--- src/rtl/nese_dbg_pkg.sv ---
// Shared debug-path types: host command opcodes and step_sequencer FSM states.
package nese_dbg_pkg;

  typedef enum logic [1:0] {
    OP_NOP  = 2'd0,
    OP_RUN  = 2'd1,
    OP_HALT = 2'd2,
    OP_STEP = 2'd3
  } step_op_t;

  typedef enum logic [2:0] {
    ST_FREE     = 3'd0,
    ST_HALTED   = 3'd1,
    ST_SETTLE   = 3'd2,
    ST_PULSE_HI = 3'd3,
    ST_PULSE_LO = 3'd4
  } step_state_t;

  function automatic int max_i(input int a, input int b);
    return (a > b) ? a : b;
  endfunction

endpackage

--- src/rtl/step_pulse_timer.sv ---
// Phase length down-counter: load with (length-1) on phase entry, phase_end_o on its last cycle.
module step_pulse_timer #(
  parameter int W = 1
) (
  input  logic         clk_i,
  input  logic         rst_i,
  input  logic         load_i,
  input  logic [W-1:0] load_val_i,
  output logic         phase_end_o
);

  logic [W-1:0] cnt_q, cnt_d;

  always_comb begin
    cnt_d = cnt_q;
    if (load_i)
      cnt_d = load_val_i;
    else if (cnt_q != '0)
      cnt_d = cnt_q - 1'b1;
  end

  always_ff @(posedge clk_i) begin
    if (rst_i) cnt_q <= '0;
    else       cnt_q <= cnt_d;
  end

  assign phase_end_o = (cnt_q == '0);

endmodule

--- src/rtl/step_sequencer.sv ---
// Debug command front-end for clk_stepper: free-run / halt / shaped step bursts.
// Optional breakpoint stop on STEP_SEQ_BREAK_EN (adds brk_in port).
module step_sequencer
  import nese_dbg_pkg::*;
#(
  parameter int COUNT_W   = 16,
  parameter int STEP_HIGH = 1,
  parameter int STEP_LOW  = 1
) (
  input  logic               clk_in,
  input  logic               rst_in,
  input  logic               cmd_valid,
  output logic               cmd_ready,
  input  logic [1:0]         cmd_op,
  input  logic [COUNT_W-1:0] cmd_count,
  input  logic               abort_in,
  output logic               active,
  output logic               step,
  output logic               busy,
  output logic               done,
  output logic [COUNT_W-1:0] steps_done
`ifdef STEP_SEQ_BREAK_EN
  ,
  input  logic               brk_in
`endif
);

  localparam int TMR_W = $clog2(max_i(STEP_HIGH, STEP_LOW) + 1);

  step_state_t        state_q, state_d;
  logic [COUNT_W-1:0] count_q, count_d;
  logic [COUNT_W-1:0] steps_q, steps_d;
  logic               active_q, step_q, busy_q, done_q, done_d;
  logic               tmr_load, phase_end, accept, brk;
  logic [TMR_W-1:0]   tmr_val;
  step_op_t           op;

`ifdef STEP_SEQ_BREAK_EN
  assign brk = brk_in;
`else
  assign brk = 1'b0;
`endif

  assign cmd_ready = ((state_q == ST_FREE) || (state_q == ST_HALTED)) && !abort_in;
  assign accept    = cmd_valid && cmd_ready;
  assign op        = step_op_t'(cmd_op);

  step_pulse_timer #(.W(TMR_W)) u_tmr (
    .clk_i      (clk_in),
    .rst_i      (rst_in),
    .load_i     (tmr_load),
    .load_val_i (tmr_val),
    .phase_end_o(phase_end)
  );

  always_comb begin
    state_d  = state_q;
    count_d  = count_q;
    steps_d  = steps_q;
    done_d   = 1'b0;
    tmr_load = 1'b0;
    tmr_val  = '0;
    unique case (state_q)
      ST_FREE, ST_HALTED: begin
        if (accept) begin
          unique case (op)
            OP_RUN:  state_d = ST_FREE;
            OP_HALT: state_d = ST_HALTED;
            OP_STEP: begin
              state_d = ST_SETTLE;
              count_d = cmd_count;
              steps_d = '0;
            end
            default: ;
          endcase
        end
        // A breakpoint while free-running freezes the target unless a burst was just started.
        if (brk && state_q == ST_FREE && state_d == ST_FREE)
          state_d = ST_HALTED;
      end
      ST_SETTLE: begin
        if (abort_in || count_q == '0) begin
          state_d = ST_HALTED;
          done_d  = 1'b1;
        end else begin
          state_d  = ST_PULSE_HI;
          tmr_load = 1'b1;
          tmr_val  = TMR_W'(STEP_HIGH - 1);
        end
      end
      ST_PULSE_HI: begin
        if (abort_in) begin
          state_d = ST_HALTED;
          done_d  = 1'b1;
        end else if (phase_end) begin
          state_d  = ST_PULSE_LO;
          steps_d  = steps_q + 1'b1;
          tmr_load = 1'b1;
          tmr_val  = TMR_W'(STEP_LOW - 1);
        end
      end
      ST_PULSE_LO: begin
        if (abort_in || brk || (phase_end && steps_q == count_q)) begin
          state_d = ST_HALTED;
          done_d  = 1'b1;
        end else if (phase_end) begin
          state_d  = ST_PULSE_HI;
          tmr_load = 1'b1;
          tmr_val  = TMR_W'(STEP_HIGH - 1);
        end
      end
      default: state_d = ST_FREE;
    endcase
  end

  // Outputs are registered copies decoded from the next state.
  always_ff @(posedge clk_in) begin
    if (rst_in) begin
      state_q  <= ST_FREE;
      count_q  <= '0;
      steps_q  <= '0;
      active_q <= 1'b0;
      step_q   <= 1'b0;
      busy_q   <= 1'b0;
      done_q   <= 1'b0;
    end else begin
      state_q  <= state_d;
      count_q  <= count_d;
      steps_q  <= steps_d;
      active_q <= (state_d != ST_FREE);
      step_q   <= (state_d == ST_PULSE_HI);
      busy_q   <= (state_d == ST_SETTLE) || (state_d == ST_PULSE_HI) || (state_d == ST_PULSE_LO);
      done_q   <= done_d;
    end
  end

  assign active     = active_q;
  assign step       = step_q;
  assign busy       = busy_q;
  assign done       = done_q;
  assign steps_done = steps_q;

endmodule

--- config.mk ---
export PLATFORM = sky130hd
export DESIGN_NAME = step_sequencer
export DESIGN_NICKNAME = d
export VERILOG_FILES = /design/src/rtl/nese_dbg_pkg.sv /design/src/rtl/step_pulse_timer.sv /design/src/rtl/step_sequencer.sv
export SDC_FILE = /design/constraint.sdc
export NUM_CORES = 1
export LEC_CHECK = 0
export CORE_ASPECT_RATIO = 1.5
export CORE_MARGIN = 2
export CORE_UTILIZATION = 50
export CTS_CLUSTER_SIZE = 40
export DETAILED_ROUTE_END_ITERATION = 6
export PLACE_DENSITY = 0.9
export SYNTH_ARGS = -nofsm -noshare
export SYNTH_HDL_FRONTEND = slang
export SYNTH_HIERARCHICAL = 1
export SYNTH_SLANG_ARGS = --single-unit
export TNS_END_PERCENT = 1
--- constraint.sdc ---
create_clock -name clk_in -period 1.8 [get_ports clk_in]
set_clock_uncertainty 0.1 [all_clocks]
set_input_delay 0.36 -clock clk_in [delete_from_list [all_inputs] [get_ports clk_in]]
set_output_delay 0.36 -clock clk_in [all_outputs]
set_load 0.02 [all_outputs]
==> results by group, run 1 <==
Status
  • Status: finished with violations
  • Violated checks: negative setup slack

Clock network
  • Root buf cell: clkbuf_8
  • CTS tree: done
  • CTS Sinks: 40
  • H-tree depth: 2
  • CTS clk-pin slew, worst paths: 80 ps
  • Skew-Pair Late Insertion Delay: 310 ps
  • CTS Buf Count: 5
  • Max clock buf depth: 2

Synthesis
  • Synth unique cells: 43
  • Synthesized area: 1930 sq um
  • Seq/Total Area, Yosys: 41.4%
  • Synthesized area per cell: 8.45 sq um
  • Post-synth ARST share: 0%
  • Syn Inst Count: 229
  • Number of synthesized flops with an enable pin: 0
  • Flops & latches, synth: 40
  • Top FF cell, synth: dfxtp_1
  • Post-Syn Nets: 252
  • Yosys warns: 6

STA
  • Final Hold Fails: 0
  • Slew Viols, Final: 0
  • Worst setup margin: -76.8 ps
  • Tcrit/Tclk final: 104%
  • Fmax: 0.533 GHz
  • RSZ-0062 raised after global routing: yes
  • Tmin final: 1880 ps
  • Final setup violation count: 4

Drt
  • Total number of vias: 2153
  • Avg WL per Cell: 18.7 um
  • DR pass1 iterations: 4
  • DRT Wirelength: 6.64 mm
  • ANT nets after route: 0
  • # DRC: 0
  • Via density: 6.08
  • Initial DRC count: 110

GRT
  • Met1 usage: 30.7%
  • Gr busiest metal: met2
  • GRT Util Overall: 31.4%
  • Antenna violations before repair: 0
  • Met2 usage: 51.5%
  • First-pass GRT wire length: 9.73 mm
  • Vias in the first global route: 2095
  • Grt met3 use: 7.99%
  • GRT overflow: 0
  • Largest net degree at the start of global routing: 23

Setup path
  • Max FO, Critical Path: 5
  • Critical path data arrival time: 1970 ps
  • CP bufs+invs: 1
  • Worst R2R Start: count_q[15]
  • R2R cell count: 6
  • Crit-path cells: nor4_1 -> nand4_1 -> and4_1 -> a311oi_2 -> buf_4 -> a31oi_1
  • CP Data Required Time: 1890 ps
  • Stages on worst setup path: 6
  • Worst Setup EP: active
  • Reg-to-Reg End: active
  • CP delay by family, top: simple AND/OR/NAND/NOR gates
  • Slowest stage delay, CP: 390 ps
  • Worst setup EP type: flip-flop
  • Kind of critical path: reg2reg
  • Crit-path slowest cell: nor4_1
  • Internal reg-to-reg setup slack: -80 ps
  • Start point of the critical path: count_q[15]
  • Startpoint types: flip-flop

Floorplan
  • FP Rows: 27
  • Chip width: 54.8 um
  • Chip height: 80.2 um
  • Die area: 4390 sq um
  • Core area: 3680 sq um
  • I/O Pins: 43
  • Initial core utilization: 52.5%

Final layout
  • Area Overhead vs Synth: 48.9%
  • FILL cells: 218
  • Nets@finish: 333
  • Diode count: 0
  • Final core utilization: 78.2%
  • Layout cell share with drive strength beyond 1: 26.4%

Min path
  • Worst hold-check path type: reg2reg

Power
  • Power per cell area: 641 nW/um^2
  • Max VDD drop: 0.840 mV
  • Power consumption: 0.00185 W
  • Leakage: 1.30 nW

Flow run
  • Max-Cap Viols: 0

Placement
  • Number of I/O port buffers: 42
  • Final HPWL DP: 4.08 mm
  • RePlAce Congestion: 0.884
## report_power, final
part	switching, W	internal (W)	total [W]
logic	0.0000869	0.000106	0.000193
clock network	0.000335	0.000410	0.000745
registers	0.0000113	0.000896	0.000907
total	0.000433	0.00141	0.00185
## state kept, by name (all words and copies together) (netlist names)
name,cells
state_q,3
done,1
active,1
busy,1
step,1
count_q,16
u_tmr/cnt_q,1
steps_done,16
## timing repair
action / 4_1_cts / 5_1_grt
endpoints found under the setup margin: 34 / 7
setup buffers: 2 / 1
gates resized for setup: 36 / 11
hold buffers: 0 / 0
pin swaps: 12 / 7
## how the worst min path moves through the flow
stage / startpoint / end / slack, ps / cells past startpoint
final: count_q[14] / count_q[14] / 400 / 2
after global routing: count_q[14] / count_q[14] / 430 / 2
after CTS: count_q[12] / count_q[12] / 390 / 2
after detailed placement: count_q[12] / count_q[12] / 380 / 2
after global placement: count_q[15] / count_q[15] / 370 / 2
after floorplan: rst_in / active / 330 / 1
## metal layers
| layer | part of all wire, % | up-vias | wire [um] |
|---|---|---|---|
| met5 | 0 | - | 0 |
| met1 | 34 | 1000 | 2230 |
| li1 | - | 962 | - |
| met4 | 7.9 | 0 | 524 |
| met3 | 6.8 | 48 | 451 |
| met2 | 52 | 143 | 3430 |
## synth_stat cells (2+ instances only)
cell type  count  area share (%)
o211ai_1       5             1.9
and3_2         2            0.78
nor3_1         3            0.78
xor2_1        27              12
buf_2          4             1.0
dfxtp_1       40              41
clkbuf_1       5            0.97
and3_1         2            0.65
inv_1          3            0.58
and4_1         3             1.4
o21ai_0        4             1.0
a31oi_1        3            0.97
nand4_1        2            0.65
and2_1         2            0.65
nor2_1        20             3.9
nand3_1        2            0.52
nand2_1       40             7.8
nor4_1         7             2.3
or3_1          2            0.65
a21oi_1       24             6.2
o2111ai_1      6             2.7
and3b_1        2            0.91
## per-stage QoR
stage / instance area [sq um] / cells / setup slack (ps) / TNS (ps) / hold WS, ps
final: 2880 / 354 / -76.8 / -254 / 398
after global routing: 2880 / 354 / -136 / -497 / 427
after CTS: 2830 / 353 / -25.7 / -37.7 / 392
after detailed placement: 2670 / 343 / -416 / -10510 / 381
after global placement: 2670 / 343 / -341 / -8820 / 375
after floorplan: 1930 / 229 / 78.3 / 0 / 329
## placed cells by master (no fill, tap or decap), types with 3 or more instances in the layout
master	synthesis	routed
nor4_2	0	4
nor2_1	20	19
clkbuf_8	0	5
nor3_1	3	3
o2111ai_1	6	3
dfxtp_2	0	6
a21oi_1	24	21
nand2_1	40	40
a31oi_1	3	3
dfxtp_1	40	34
o21ai_0	4	3
o211ai_1	5	5
a21oi_2	0	3
dlygate4sd2_1	0	16
and4_1	3	3
o2111ai_2	0	3
buf_4	1	40
xor2_1	27	27
clkdlybuf4s50_1	0	25
inv_1	3	3
## final cells by class
class | count | area, sq um | area share, %
Inverter | 3 | 11.3 | 0.391
Sequential cell | 40 | 808 | 28.1
Clock inverter | 3 | 42.5 | 1.48
Clock buffer | 5 | 68.8 | 2.39
Timing Repair Buffer | 85 | 738 | 25.6
Tap cell | 43 | 53.8 | 1.87
Multi-Input combinational cell | 175 | 1160 | 40.2
## worst min-delay path: stages, from the launching register on
cell and delay, ps:
dfxtp_2 350, nand2_1 60, a21oi_1 50
## cell families after synthesis
group	Yosys count	share of synthesized area, %
buf+inv	14	3.23
flops	40	41.4
fa+ha+maj	1	0.647
simple gates	95	24.2
compound gates	49	17.1
other cells	1	0.194
mux	1	0.517
xor+xnor	28	12.7
(Power assumes the default switching activity.)
==> inputs of run 2 (changes only) <==
PLACE_DENSITY = 0.79   (was 0.9)
==> run 2 against run 1 <==
The flow now finishes without violations. Wire length is 16% lower. Cell count fell by 0.56%. Register-to-register slack better by 80 ps. First-iteration DRC count shrank 48%. Count of clock-buffer cells in the layout unchanged. Worst hold slack lost 2.1 ps. Critical path depth is the same. Maximum frequency is 4.7% higher. Worst setup slack better by 84 ps. Total power is essentially flat. Die area stayed put. Final area fell by 0.52%. Critical endpoint unchanged. Highest routed layer unchanged.
==> results by group, run 2 (synthesized netlist as in run 1, its figures left out) <==
GRT
  • Vias in the first global route: 1856 (-11%)
  • Largest net degree at the start of global routing: 23 (unchanged)
  • First-pass GRT wire length: 8.63 mm (-11%)
  • GRT overflow: 0 (unchanged)
  • GRT Util Overall: 27.3% (-4.0 points)
  • Antenna violations before repair: 0 (unchanged)

Clock network
  • CTS clk-pin slew, worst paths: 80 ps (about the same)
  • Skew-Pair Late Insertion Delay: 300 ps (about the same)
  • H-tree depth: 2 (unchanged)
  • CTS tree: done
  • Root buf cell: clkbuf_8
  • CTS Sinks: 40 (unchanged)
  • Max clock buf depth: 2 (unchanged)
  • CTS Buf Count: 5 (unchanged)

Floorplan
  • Die area: 4390 sq um (unchanged)
  • Initial core utilization: 52.5% (unchanged)
  • FP Rows: 27 (unchanged)
  • I/O Pins: 43 (unchanged)
  • Chip height: 80.2 um (unchanged)
  • Core area: 3680 sq um (unchanged)
  • Chip width: 54.8 um (unchanged)

Drt
  • Total number of vias: 2001 (-7.1%)
  • Via density: 5.68 (-6.5%)
  • DRT Wirelength: 5.59 mm (-16%)
  • # DRC: 0 (unchanged)
  • ANT nets after route: 0 (unchanged)
  • Initial DRC count: 57 (-48%)
  • DR pass1 iterations: 4 (unchanged)
  • Avg WL per Cell: 15.9 um (-15%)

Final layout
  • Layout cell share with drive strength beyond 1: 23.6% (-2.7 points)
  • FILL cells: 282 (+29%)
  • Design Area, Final: 2870 sq um (-0.52%)
  • Nets@finish: 331 (-0.60%)
  • Final core utilization: 77.8% (-0.41 points)
  • Diode count: 0 (unchanged)
  • Commonest cells after routing, fill and taps aside: 40 x nand2_1, 37 x dfxtp_1, 36 x buf_4
  • Commonest non-fill, non-tap cell in the layout: nand2_1
  • Final std cells w/o fill: 352 (-0.56%)
  • Area Overhead vs Synth: 48.1%

Flow run
  • Max-Cap Viols: 0 (unchanged)

Setup path
  • Crit-path slowest cell: dfxtp_1
  • Slowest stage delay, CP: 360 ps (-30 ps)
  • Critical path data arrival time: 1880 ps (-90 ps)
  • Startpoint types: flip-flop
  • Worst setup EP type: flip-flop
  • Crit-path cells: xor2_1 -> nor4_1 -> nand3_1 -> a311oi_2 -> buf_4 -> a31oi_1
  • Max FO, Critical Path: 6 (+1)
  • CP Data Required Time: 1880 ps (about the same)
  • Kind of critical path: reg2reg

STA
  • TNS Setup: 0 ps (+254 ps)
  • Final setup violation count: 0 (-4)
  • Final Hold Fails: 0 (unchanged)
  • Tmin final: 1790 ps (-84.1 ps)
  • RSZ-0062 raised after global routing: yes
  • Fmax: 0.558 GHz (+4.7%)
  • Slew Viols, Final: 0 (unchanged)
  • Tcrit/Tclk final: 99.6% (-4.7 points)

Power
  • Power consumption: 0.00184 W (about the same)
  • Max VDD drop: 0.888 mV (+5.8%)
  • Power per cell area: 644 nW/um^2 (+0.45%)
  • Leakage: 1.32 nW (+2.0%)

Placement
  • Dpl cells: 338 (-1.5%)
  • Post-DP Area: 2660 sq um (-0.47%)
  • RePlAce Congestion: 0.839 (-5.1%)
  • Number of I/O port buffers: 42 (unchanged)
  • Final HPWL DP: 3.84 mm (-5.7%)

Min path
  • Worst hold-check path type: reg2reg

Status
  • Status: finished clean
==> run 2: cell count changes in the layout (fill, tap and decap cells not counted), moves of 2 or more <==
cell	change
o2111ai_1	+3
dfxtp_2	-4
o2111ai_2	-3
clkinv_4	+2
dlymetal6s2s_1	+2
a21oi_2	-2
a21oi_1	+2
dfxtp_1	+3
buf_4	-4
buf_12	+2
==> run 2: repair_timing <==
item                       in CTS  in global routing
hold buffers                    0                  0
setup endpoints to repair      33                 17
setup buffers                   0                  5
pin swaps                       7                  9
cloned                          0                  1
resized for setup              25                 14
==> run 2: worst paths after layout <==
kind | cells past startpoint | startpoint | slack [ps] | end
worst max-delay path | 6 | steps_done[11] | 7 | active
worst min-delay path | 2 | count_q[3] | 400 | count_q[3]
worst max register to register | 6 | steps_done[11] | 7 | active
worst min register to register | 2 | count_q[3] | 400 | count_q[3]
==> run 2: final cells by class <==
class                      count  area [sq um]  share of cell area (%)
multi-input combinational    176          1130                    39.6
clock buffer                   5          68.8                    2.40
timing repair buffer          82           743                    25.9
inverter                       3          11.3                   0.393
tap                           43          53.8                    1.88
clock inverter                 3          47.5                    1.66
sequential                    40           807                    28.2
==> run 2: critical path: cells and delay by family (launching register included) <==
kind	cells	cell delay, ps
XOR/XNOR	1	190
AO/OA/AOI/OAI	2	400
AND/OR/NAND/NOR	2	460
flip-flops	1	360
buffers and inverters	1	180
==> run 2: through the flow <==
step	hold WS, ps	worst slack (ps)
2_1_floorplan	329	78.3
4_1_cts	395	-68.4
6_report	396	7.21
5_1_grt	429	-67.8
3_3_place_gp	370	-337
3_5_place_dp	378	-402
==> run 2: layer usage <==
metal  vias to the layer above  share of wire [%]  track usage [%]  wire [um]
met3                        24                4.6             6.32        256
li1                        957                  -                -          -
met2                        73                 53             44.2       2970
met5                         -                  0                0          0
met4                         0                5.0             17.0        282
met1                       947                 37             31.0       2090
==> run 2: report_power, final <==
part	internal (W)	leakage, nW	switching (W)	total [W]
Combinational	0.000105	0.938	0.0000816	0.000186
Sequential	0.000894	0.325	0.0000100	0.000904
Clock	0.000417	0.0583	0.000336	0.000754
Total	0.00142	1.32	0.000428	0.00184
==> inputs of run 3 (changes only) <==
CELL_PAD_IN_SITES_DETAIL_PLACEMENT = 0   (was not set)
CELL_PAD_IN_SITES_GLOBAL_PLACEMENT = 2   (was not set)
CORE_UTILIZATION = 29   (was 50)
PLACE_DENSITY = not set   (was 0.79)
PLACE_DENSITY_LB_ADDON = 0.1   (was not set)
==> run 3 against run 2 <==
Register-to-register slack better by 40 ps. Non-clock buffer count rose by 5. Clock power is 0.7% higher. Critical path depth increased by 1. Largest cell class unchanged. Critical endpoint is now steps_done[15]. Utilization fell by 33 points. Largest power group unchanged.
==> results by group, run 3 (synthesized netlist as in run 1, its figures left out) <==
Status
  • Status: finished clean

Floorplan
  • Die area: 7350 sq um (+67%)
  • Initial core utilization: 29.8% (-23 points)
  • I/O Pins: 43 (unchanged)
  • FP Rows: 36 (+33%)
  • Chip width: 70.7 um (+29%)
  • Chip height: 104 um (+30%)
  • Core area: 6490 sq um (+76%)

Final layout
  • Final std cells w/o fill: 390 (+11%)
  • Nets@finish: 336 (+1.5%)
  • Design Area, Final: 2930 sq um (+2.4%)
  • Commonest non-fill, non-tap cell in the layout: buf_4
  • Commonest cells after routing, fill and taps aside: 41 x buf_4, 40 x nand2_1, 39 x dfxtp_1
  • Diode count: 0 (unchanged)
  • Final core utilization: 45.2% (-33 points)
  • Layout cell share with drive strength beyond 1: 23.6% (-0.058 points)
  • Area Overhead vs Synth: 51.6%

GRT
  • Antenna violations before repair: 0 (unchanged)
  • Vias in the first global route: 1977 (+6.5%)
  • GRT Util Overall: 16.6% (-11 points)
  • GRT overflow: 0 (unchanged)
  • Largest net degree at the start of global routing: 21 (-8.7%)
  • First-pass GRT wire length: 9.58 mm (+11%)

Flow run
  • Max-Cap Viols: 0 (unchanged)

Power
  • Power per cell area: 631 nW/um^2 (-2.0%)
  • Sw Ratio: 23.3% (+0.15 points)
  • Internal power: 0.00142 W (+0.16%)
  • Max VDD drop: 0.480 mV (-46%)
  • Power consumption: 0.00185 W (+0.36%)
  • Leakage: 1.34 nW (+1.6%)
  • Gate power share: 10.1% (about the same)
  • Switch Pwr: 0.000432 W (+1.0%)
  • Clock power frac: 41.0% (about the same)
  • Flop pwr share: 48.9% (about the same)

STA
  • RSZ-0062 raised after global routing: yes
  • Tcrit/Tclk final: 97.9% (-1.7 points)
  • Slew Viols, Final: 0 (unchanged)
  • Hold_ws: 402 ps (+6.21 ps)
  • Tmin final: 1760 ps (-30.8 ps)
  • Final setup violation count: 0 (unchanged)
  • Final Hold Fails: 0 (unchanged)
  • Fmax: 0.568 GHz (+1.7%)

Clock network
  • Root buf cell: clkbuf_8
  • CTS Sinks: 40 (unchanged)
  • CTS clk-pin slew, worst paths: 80 ps (about the same)
  • CTS tree: done
  • CTS Buf Count: 5 (unchanged)
  • Skew-Pair Late Insertion Delay: 290 ps (about the same)
  • Max clock buf depth: 2 (unchanged)
  • H-tree depth: 2 (unchanged)

Setup path
  • Internal reg-to-reg setup slack: 50 ps (+40 ps)
  • Kind of critical path: in2reg
  • Startpoint types: primary input
  • Worst R2R Start: count_q[2]
  • Stages on worst setup path: 7 (+1)
  • Worst setup EP type: flip-flop
  • Reg-to-Reg End: active
  • R2R cell count: 6 (unchanged)
  • Max FO, Critical Path: 13 (+7)
  • CP Data Required Time: 1930 ps (+50 ps)
  • Crit-path cells: clkdlybuf4s50_1 -> and3b_1 -> and3_4 -> buf_12 -> o211ai_4 -> or3_1 -> a21oi_1
  • Crit-path slowest cell: clkdlybuf4s50_1
  • Critical path data arrival time: 1890 ps (about the same)
  • CP delay by family, top: simple AND/OR/NAND/NOR gates
  • CP bufs+invs: 2 (+1)
  • Slowest stage delay, CP: 440 ps (+80 ps)

Drt
  • DR pass1 iterations: 4 (unchanged)
  • Via density: 4.80 (-16%)
  • Total number of vias: 1873 (-6.4%)
  • DRT Wirelength: 5.86 mm (+4.8%)
  • # DRC: 0 (unchanged)
  • ANT nets after route: 0 (unchanged)
  • Initial DRC count: 63 (+11%)
  • Avg WL per Cell: 15.0 um (-5.4%)

Min path
  • Hold endpoint: count_q[14]
  • Hold path startpoint: count_q[14]
  • WHS Path Cells: 2 (unchanged)
  • Worst hold-check path type: reg2reg

Placement
  • Post-DP Area: 2720 sq um (+2.5%)
  • Final HPWL DP: 4.40 mm (+14%)
  • Number of I/O port buffers: 42 (unchanged)
  • Dpl cells: 376 (+11%)
  • RePlAce Congestion: 0.764 (-8.9%)
==> run 3: cell types whose count changed in the layout (fill, tap and decap cells not counted), sizes merged <==
cell           previous run  this run
dlygate4sd2              15        16
buf                      41        46
clkdlybuf4s50            24        23
==> run 3: how the worst max path moves through the flow <==
stage,slack (ps),startpoint,to
6_report,40,cmd_op[1],steps_done[15]
3_5_place_dp,-370,abort_in,cmd_ready
5_1_grt,-50,count_q[2],state_q[1]
2_1_floorplan,80,steps_done[3],steps_done[15]
4_1_cts,-40,abort_in,steps_done[15]
3_3_place_gp,-340,abort_in,cmd_ready
==> run 3: what timing repair did <==
item | in CTS | in global routing
endpoints found under the hold margin | 0 | 0
pin swaps | 2 | 10
cloned | 0 | 1
gates resized for setup | 24 | 13
buffers inserted | 0 | 5
setup endpoints to repair | 24 | 17
hold buffers | 0 | 0
==> run 3: cell type report <==
class | instances | area, sq um
Clock buffer | 5 | 68.8
Clock inverter | 3 | 47.5
Fill cell | 701 | 3550
Inverter | 3 | 11.3
Multi-Input combinational cell | 176 | 1130
Sequential cell | 40 | 805
Tap cell | 76 | 95.1
Timing Repair Buffer | 87 | 771
==> run 3: per-layer routing <==
metal / up-vias / share of wire [%] / track usage [%]
met5: - / 0 / 0
met4: 0 / 1.4 / 5.53
met2: 36 / 56 / 31.3
li1: 964 / - / -
met3: 6 / 3.3 / 3.20
met1: 867 / 39 / 17.9
==> run 3: power groups by stage <==
stage	registers, W	logic (W)	clock network (W)
6_report	0.000905	0.000187	0.000759
5_1_grt	0.000907	0.000205	0.000825
4_1_cts	0.000906	0.000179	0.000783
3_5_place_dp	0.000926	0.000178	0
3_3_place_gp	0.000926	0.000178	0
2_1_floorplan	0.000928	0.0000683	0
==> run 3: worst reg2reg max path, cell delays in order (launching register included) <==
cell	delay (ps)
dfxtp_1	360
nor4_2	300
nand4_1	180
and4_1	230
a311oi_2	240
buf_4	170
a31oi_1	70
==> run 3: metrics by stage <==
step | setup slack [ps] | setup TNS [ps]
after global routing | -53.7 | -192
final | 38.0 | 0
after global placement | -344 | -8200
after floorplan | 78.3 | 0
after detailed placement | -365 | -8330
after CTS | -44.7 | -57.6
